### src/rtl/codec_i2c_arbiter.sv
// Two-port arbiter in front of the codec I2C register-write master.
// Round-robin grant, one write per grant, retry on master error, per-attempt timeout.
module codec_i2c_arbiter #(
  parameter int unsigned RETRY_MAX   = 2,
  parameter int unsigned TO_W        = 16,
  parameter int unsigned TIMEOUT_CYC = 50000
) (
  input  logic       audio_clk,
  input  logic       reset,
  input  logic       req0,
  input  logic [7:0] addr0,
  input  logic [7:0] data0,
  output logic       ack0,
  output logic       err0,
  input  logic       req1,
  input  logic [7:0] addr1,
  input  logic [7:0] data1,
  output logic       ack1,
  output logic       err1,
  output logic       mst_write,
  output logic [7:0] mst_subaddr,
  output logic [7:0] mst_data,
  input  logic       mst_ready,
  input  logic       mst_error,
  output logic       busy,
  output logic       grant
);

  localparam logic [2:0] StIdle     = 3'd0;
  localparam logic [2:0] StIssue    = 3'd1;
  localparam logic [2:0] StWaitAcc  = 3'd2;
  localparam logic [2:0] StWaitDone = 3'd3;
  localparam logic [2:0] StResp     = 3'd4;

  localparam int unsigned RetryW = (RETRY_MAX > 0) ? $clog2(RETRY_MAX + 1) : 1;
  localparam logic [RetryW-1:0] RetryLast = RetryW'(RETRY_MAX);
  localparam logic [TO_W-1:0]   ToLast    = TO_W'(TIMEOUT_CYC - 1);

  logic [2:0]        state_q, state_d;
  logic              grant_q, grant_d;
  logic              last_q, last_d;
  logic [RetryW-1:0] retry_q, retry_d;
  logic [TO_W-1:0]   to_q, to_d;
  logic [7:0]        sub_q, sub_d;
  logic [7:0]        data_q, data_d;
  logic              err_q, err_d;
  logic              pick;

  // On a tie the port that was not served last wins.
  assign pick = (req0 && req1) ? ~last_q : req1;

  always_comb begin
    state_d = state_q;
    grant_d = grant_q;
    last_d  = last_q;
    retry_d = retry_q;
    to_d    = to_q;
    sub_d   = sub_q;
    data_d  = data_q;
    err_d   = err_q;
    case (state_q)
      StIdle: begin
        if (mst_ready && (req0 || req1)) begin
          grant_d = pick;
          sub_d   = pick ? addr1 : addr0;
          data_d  = pick ? data1 : data0;
          retry_d = '0;
          err_d   = 1'b0;
          state_d = StIssue;
        end
      end
      StIssue: begin
        to_d    = '0;
        state_d = StWaitAcc;
      end
      StWaitAcc: begin
        to_d = to_q + TO_W'(1);
        if (to_q == ToLast) begin
          err_d   = 1'b1;
          state_d = StResp;
        end else if (!mst_ready) begin
          state_d = StWaitDone;
        end
      end
      StWaitDone: begin
        to_d = to_q + TO_W'(1);
        // Timeouts go straight to the response and are never retried.
        if (to_q == ToLast) begin
          err_d   = 1'b1;
          state_d = StResp;
        end else if (mst_ready) begin
          if (mst_error && (retry_q < RetryLast)) begin
            retry_d = retry_q + RetryW'(1);
            state_d = StIssue;
          end else begin
            err_d   = mst_error;
            state_d = StResp;
          end
        end
      end
      StResp: begin
        last_d  = grant_q;
        state_d = StIdle;
      end
      default: state_d = StIdle;
    endcase
  end

  always_ff @(posedge audio_clk or posedge reset) begin
    if (reset) begin
      state_q <= StIdle;
      grant_q <= 1'b0;
      last_q  <= 1'b1;
      retry_q <= '0;
      to_q    <= '0;
      sub_q   <= '0;
      data_q  <= '0;
      err_q   <= 1'b0;
    end else begin
      state_q <= state_d;
      grant_q <= grant_d;
      last_q  <= last_d;
      retry_q <= retry_d;
      to_q    <= to_d;
      sub_q   <= sub_d;
      data_q  <= data_d;
      err_q   <= err_d;
    end
  end

  assign busy        = (state_q != StIdle);
  assign mst_write   = (state_q == StIssue);
  assign mst_subaddr = sub_q;
  assign mst_data    = data_q;
  assign grant       = grant_q;
  assign ack0        = (state_q == StResp) && !grant_q;
  assign ack1        = (state_q == StResp) && grant_q;
  assign err0        = ack0 && err_q;
  assign err1        = ack1 && err_q;

endmodule

### config.mk
export PLATFORM = sky130hd
export DESIGN_NAME = codec_i2c_arbiter
export DESIGN_NICKNAME = d
export VERILOG_FILES = /design/src/rtl/codec_i2c_arbiter.sv
export SDC_FILE = /design/constraint.sdc
export NUM_CORES = 1
export LEC_CHECK = 0
export BUFFER_PORTS_ARGS = -buffer_cell sky130_fd_sc_hd__buf_2
export CORE_UTILIZATION = 48
export CTS_BUF_LIST = sky130_fd_sc_hd__clkbuf_4
export DETAILED_ROUTE_END_ITERATION = 8
export GPL_ROUTABILITY_DRIVEN = 0
export HOLD_SLACK_MARGIN = 0.05
export MAX_ROUTING_LAYER = met4
export PLACE_DENSITY = 0.81
export SYNTH_ARGS = -nofsm -noshare
export SYNTH_HDL_FRONTEND = slang
export SYNTH_SLANG_ARGS = --single-unit
### constraint.sdc
create_clock -name audio_clk -period 1.6 [get_ports audio_clk]
set_clock_uncertainty 0.2 [all_clocks]
set_input_delay 0.08 -clock audio_clk [delete_from_list [all_inputs] [get_ports audio_clk]]
set_output_delay 0.08 -clock audio_clk [all_outputs]
set_load 0.05 [all_outputs]
### Word-level counts from Yosys, hierarchy flattened

Index checks and enable logic that the tools add are counted.

| storage, ports and cells | value |
|---|---|
| register bits after elaboration | 40 |
| input bits | 38 |
| output and inout bits | 23 |

| cells by class | value |
|---|---|
| muxes and demuxes | 22 |
| magnitude comparators | 1 |
| bitwise logic cells | 1 |
| equal/unequal tests | 13 |
| reduce and logical (&&, ||, !) cells | 19 |
| $add $sub $neg | 2 |

Operator list:

| cell | number |
|---|---|
| one-hot mux 16 bit (2 select lines) | 1 |
| two-way mux 3 bit | 6 |
| adder 16 x 1 -> 16 bit, second input constant | 1 |
| equality test 16 bit, second input constant | 1 |
| two-way mux 8 bit | 2 |
| one-hot mux 3 bit (4 select lines) | 1 |
| inequality test 2 bit, second input constant | 5 |
| AND reduction 5 bit | 2 |
| inequality test 3 bit, second input constant | 3 |
| two-way mux 2 bit | 4 |
| logical AND 1 bit | 7 |
| equality test 3 x 2 -> 1 bit, second input constant | 2 |
| two-way mux 1 bit | 6 |
| nonzero test 3 bit | 2 |
| one-hot mux 2 bit (2 select lines) | 1 |
| nonzero test 2 bit | 2 |
| equality test 3 x 1 -> 1 bit, second input constant | 1 |
| equality test 3 bit, second input constant | 1 |
| logical NOT 3 bit | 1 |
| one-hot mux 1 bit (3 select lines) | 1 |
| AND reduction 3 bit | 1 |
| adder 2 x 1 -> 2 bit, second input constant | 1 |
| < comparator 2 bit, second input constant | 1 |
| AND reduction 2 bit | 1 |
| other kinds (4) | 4 |

### Longest topological paths before layout

| depth | value |
|---|---|
| word-level depth | 6 |
| depth in mapped cells | 6 |

### Least setup slack after synthesis

No wires, ideal clock.

| timing | value |
|---|---|
| path kind | register to output |
| start | reg state_q[2] |
| end | out err0 |
| arrival | 1.753 ns |
| buffers on the path | 1 |
| setup slack | -0.433 ns |
| data required time | 1.320 ns |
| cell stages (with the launch flop) | 4 |
| cells stage by stage | dfrtp_1 clkbuf_1 nand2_1 nor3_1 |

| on the way | value |
|---|---|
| word-level cells in the longest chain between the ends | 3 |

RTL lines:

| what | line | text |
|---|---|---|
| start: declaration | 39 | `logic [2:0] state_q, state_d;` |
| start signal: assignment | 111 | `state_q <= StIdle;` |
| start signal: assignment | 120 | `state_q <= state_d;` |
| equality test 3 bit | 136 | `assign ack0 = (state_q == StResp) && !grant_q;` |
| logical AND 1 bit | 136 |  |
| logical AND 1 bit | 138 | `assign err0 = ack0 && err_q;` |
| end: declaration | 14 | `output logic err0,` |

No other way between the ends.

### Final worst setup path

| timing | value |
|---|---|
| start | reg state_q[0] |
| end | reg sub_q[2], in the netlist mst_subaddr[2] |

| on the way | value |
|---|---|
| word-level cells in the longest chain between the ends | 2 |

RTL lines:

| what | line | text |
|---|---|---|
| logical NOT 3 bit | 61 | `case (state_q)` |
| AND reduction 2 bit (no source line) | -- |  |
| end signal: assignment | 125 | `sub_q <= sub_d;` |
| end: declaration | 44 | `logic [7:0] sub_q, sub_d;` |

No other way between the ends.
A chain may end at the register's enable or synchronous reset.

==> results.cfg <==
[timing]
slew_violations = 0
setup_viol = 40
final.setup.tns_ns = -8.80
rsz0062_at_grt = true
hold_violations = 0
post-route-min-period_ns = 1.94
finalWorstSetupSlack_ns = -0.340
slew_headroom_pct = 65.5
worstMarginPinSlew_ns = 0.518
fin_crit_sh_pct = 121
fmax_ghz = 0.516

[route]
viasPerCell = 5.83
route.detailed.drc = 0
antenna_left = 0
wl_per_cell_um = 21.5
vias = 2316
drt_iter0_drc = 217
drtPass1Iterations = 4
routed_wl_mm = 8.54

[die]
top_level_ports = 61
rows = 23
fp.dieH_um = 68.5
die_x_um = 68.5
dieArea_sq_mm = 0.00469
start_util_pct = 51.5
coreArea_sq_mm = 0.00412

[placed_design]
io_buffers = 60
place_hpwl_mm = 3.52
dp.cells = 329
placed_area_sq_mm = 0.00272

[power_and_ir_drop]
pwr-share-clk_pct = 9.6
power_switching_w = 0.00285
seqPwrFrac_pct = 29.9
internal-power_w = 0.00304
switching_share_pct = 48.4
p_leak_nw = 1.72
vdd_drop_max_mv = 0.890
power_density_mw_per_mm2 = 1600
power_frac_comb_pct = 60.5

[worst_setup_path]
end_kind = flip-flop
cp-start-kind = flip-flop
worstPathRequired_ns = 1.70
cp-startpoint = state_q[0]$_DFFE_PP0P_
r2r_end = mst_subaddr[2]$_DFFE_PP0P_
reg2reg_from = state_q[0]$_DFFE_PP0P_
worst_r2r_path_depth = 6
cp_num_buf_inv = 2
worst-endpoint-arrival_ns = 2.04
cp-endpoint = mst_subaddr[2]$_DFFE_PP0P_
crit_slowest_cell = dfrtp_2
crit_chain = or3_4, buf_6, nor2_8, buf_12, nor2_4, a21oi_2
path_max_fanout = 7
cp.depth = 6
cp_top_family = simple AND/OR/NAND/NOR gates
r2r_slack_ns = -0.34
slowest_delay_ns = 0.47
path_class = reg -> reg

[synth]
synthFlopType = dfrtp_1
async_flop_share_pct = 100
yosysWarnings = 0
syn-num-nets = 238
ys_seq_elements = 40
synthCells = 199
synth_edf_count = 0
synth_cell_type_count = 40
ys_seq_area_share_pct = 47.3
avgSynthCellArea_sq_um = 10.7
synth_top_area_cell = dfrtp_1
synth_top_area_share_pct = 46.0
synth_area_leaders = dfrtp_1, mux2i_1, a21oi_2
synth_area_sq_mm = 0.00212

[clock_tree]
cts_sinks = 40
numCtsBuffers = 5
root_buffer = clkbuf_4
path_clk_slew_ns = 0.13
htreeDepth = 2
cts_buffer_depth = 2
clk_latency_ns = 0.37
cts_tree = built

[status]
run_status = complete, but fails checks
violations = negative setup slack

[grt]
grt_first_pass_wirelength_mm = 11.3
grt_pass1_vias = 2281
grt_usage_pct = 35.8
grt-ovfl-total = 0
antenna_found_initial = 0
grt_max_degree = 41

[cells_and_area]
synthToLayoutAreaGrowth_pct = 73.7
final_cell_area_sq_mm = 0.00368
drive_above_1_share_pct = 57.6
num-fill-cells = 156
finalNonFillerCells = 397
nets = 385
postLayoutCoreUtil_pct = 89.5
antenna_cells = 0
seq_area_sq_mm = 0.00101
final_cell_mix = buf_2, buf_4, dlygate4sd3_1
multi_input_area_sq_mm = 0.00129
layout_commonest_cell = buf_2

[run]
drv_cap = 0

[hold_path]
hold_path_class = in -> reg
through the flow:
| stage | worst slack [ns] | hold slack, ns | power, W |
|---|---|---|---|
| after floorplan | -0.0885 | 0.0411 | 0.00347 |
| after global placement | -0.125 | 0.0256 | 0.00409 |
| after detailed placement | -0.160 | 0.0347 | 0.00415 |
| after CTS | -0.217 | 0.0694 | 0.00524 |
| after global routing | -0.402 | 0.106 | 0.00614 |
| final | -0.340 | 0.103 | 0.00589 |
cells in the mapped netlist (2+ instances only):
library cell / n
a21oi_1: 5
nor2_2: 13
mux2_1: 2
a21boi_0: 2
clkbuf_1: 2
nand2_1: 14
nor2_1: 10
dfrtp_1: 39
buf_2: 3
nand4b_1: 2
nand2b_1: 2
or3_1: 2
mux2i_1: 23
nand4_1: 3
buf_6: 3
and3_1: 6
o21ai_0: 9
a21oi_2: 13
nor4bb_1: 2
a21o_1: 2
nand3_1: 10
mux2_2: 3
nor3_1: 3
a22o_1: 6
inv_1: 5
flip-flops by register name (all words and copies together) (netlist names):
| signal | count |
|---|---|
| err_q | 1 |
| grant | 1 |
| last_q | 1 |
| mst_data | 8 |
| mst_subaddr | 8 |
| retry_q | 2 |
| state_q | 3 |
| to_q | 16 |
cell type report:
class | count | area share, %
clock buffer | 7 | 1.43
clock inverter | 1 | 0.102
inverter | 5 | 0.611
multi-input combinational | 144 | 35.0
sequential | 40 | 27.4
tap | 50 | 1.70
timing repair buffer | 150 | 33.8
how the worst min path moves through the flow:
stage / from / endpoint / slack, ns / cells past startpoint
after floorplan: mst_ready / state_q[2]$_DFFE_PP0P_ / 0.04 / 2
after global placement: reset / mst_subaddr[3]$_DFFE_PP0P_ / 0.03 / 3
after detailed placement: reset / to_q[7]$_DFFE_PP0P_ / 0.03 / 3
after CTS: req1 / retry_q[1]$_DFFE_PP0P_ / 0.07 / 5
after global routing: req0 / retry_q[1]$_DFFE_PP0P_ / 0.11 / 5
final: req0 / retry_q[1]$_DFFE_PP0P_ / 0.10 / 5
cell families (layout without fill, tap and decap cells):
family	count (synthesis)	in the layout	share of synthesized area, %
buffers and inverters	15	163	4.60
flip-flops	40	40	47.3
multiplexers	28	28	13.5
adder cells (fa/ha/maj)	1	1	0.590
AO/OA/AOI/OAI	41	41	14.0
AND/OR/NAND/NOR	74	74	20.1
layer usage:
metal,share of wire [%],track usage (%),wire length [um],vias to the layer above
met5,0,-,0,-
met3,5.9,8.67,505,30
li1,-,-,-,1011
met4,3.4,21.6,289,0
met2,56,59.9,4820,124
met1,34,37.8,2930,1151
timing repair:
action / CTS / global route
cloned: 2 / 1
hold endpoints to repair: 62 / 0
pin swaps: 14 / 17
setup endpoints to repair: 37 / 45
hold buffers: 35 / 0
buffers inserted: 16 / 11
gates resized for setup: 50 / 44
power by group through the flow:
stage | Combinational, W | Clock, W | Sequential, W
3_3_place_gp | 0.00245 | 0 | 0.00164
5_1_grt | 0.00375 | 0.000600 | 0.00179
6_report | 0.00356 | 0.000564 | 0.00176
4_1_cts | 0.00306 | 0.000543 | 0.00164
3_5_place_dp | 0.00250 | 0 | 0.00165
2_1_floorplan | 0.00109 | 0 | 0.00237
worst min-delay path: cells and delay by family:
| family | cells | cell delay (ns) |
|---|---|---|
| AOI/OAI and AO/OA | 3 | 0.29 |
| buffers and inverters | 2 | 0.28 |
(Power assumes the default switching activity.)
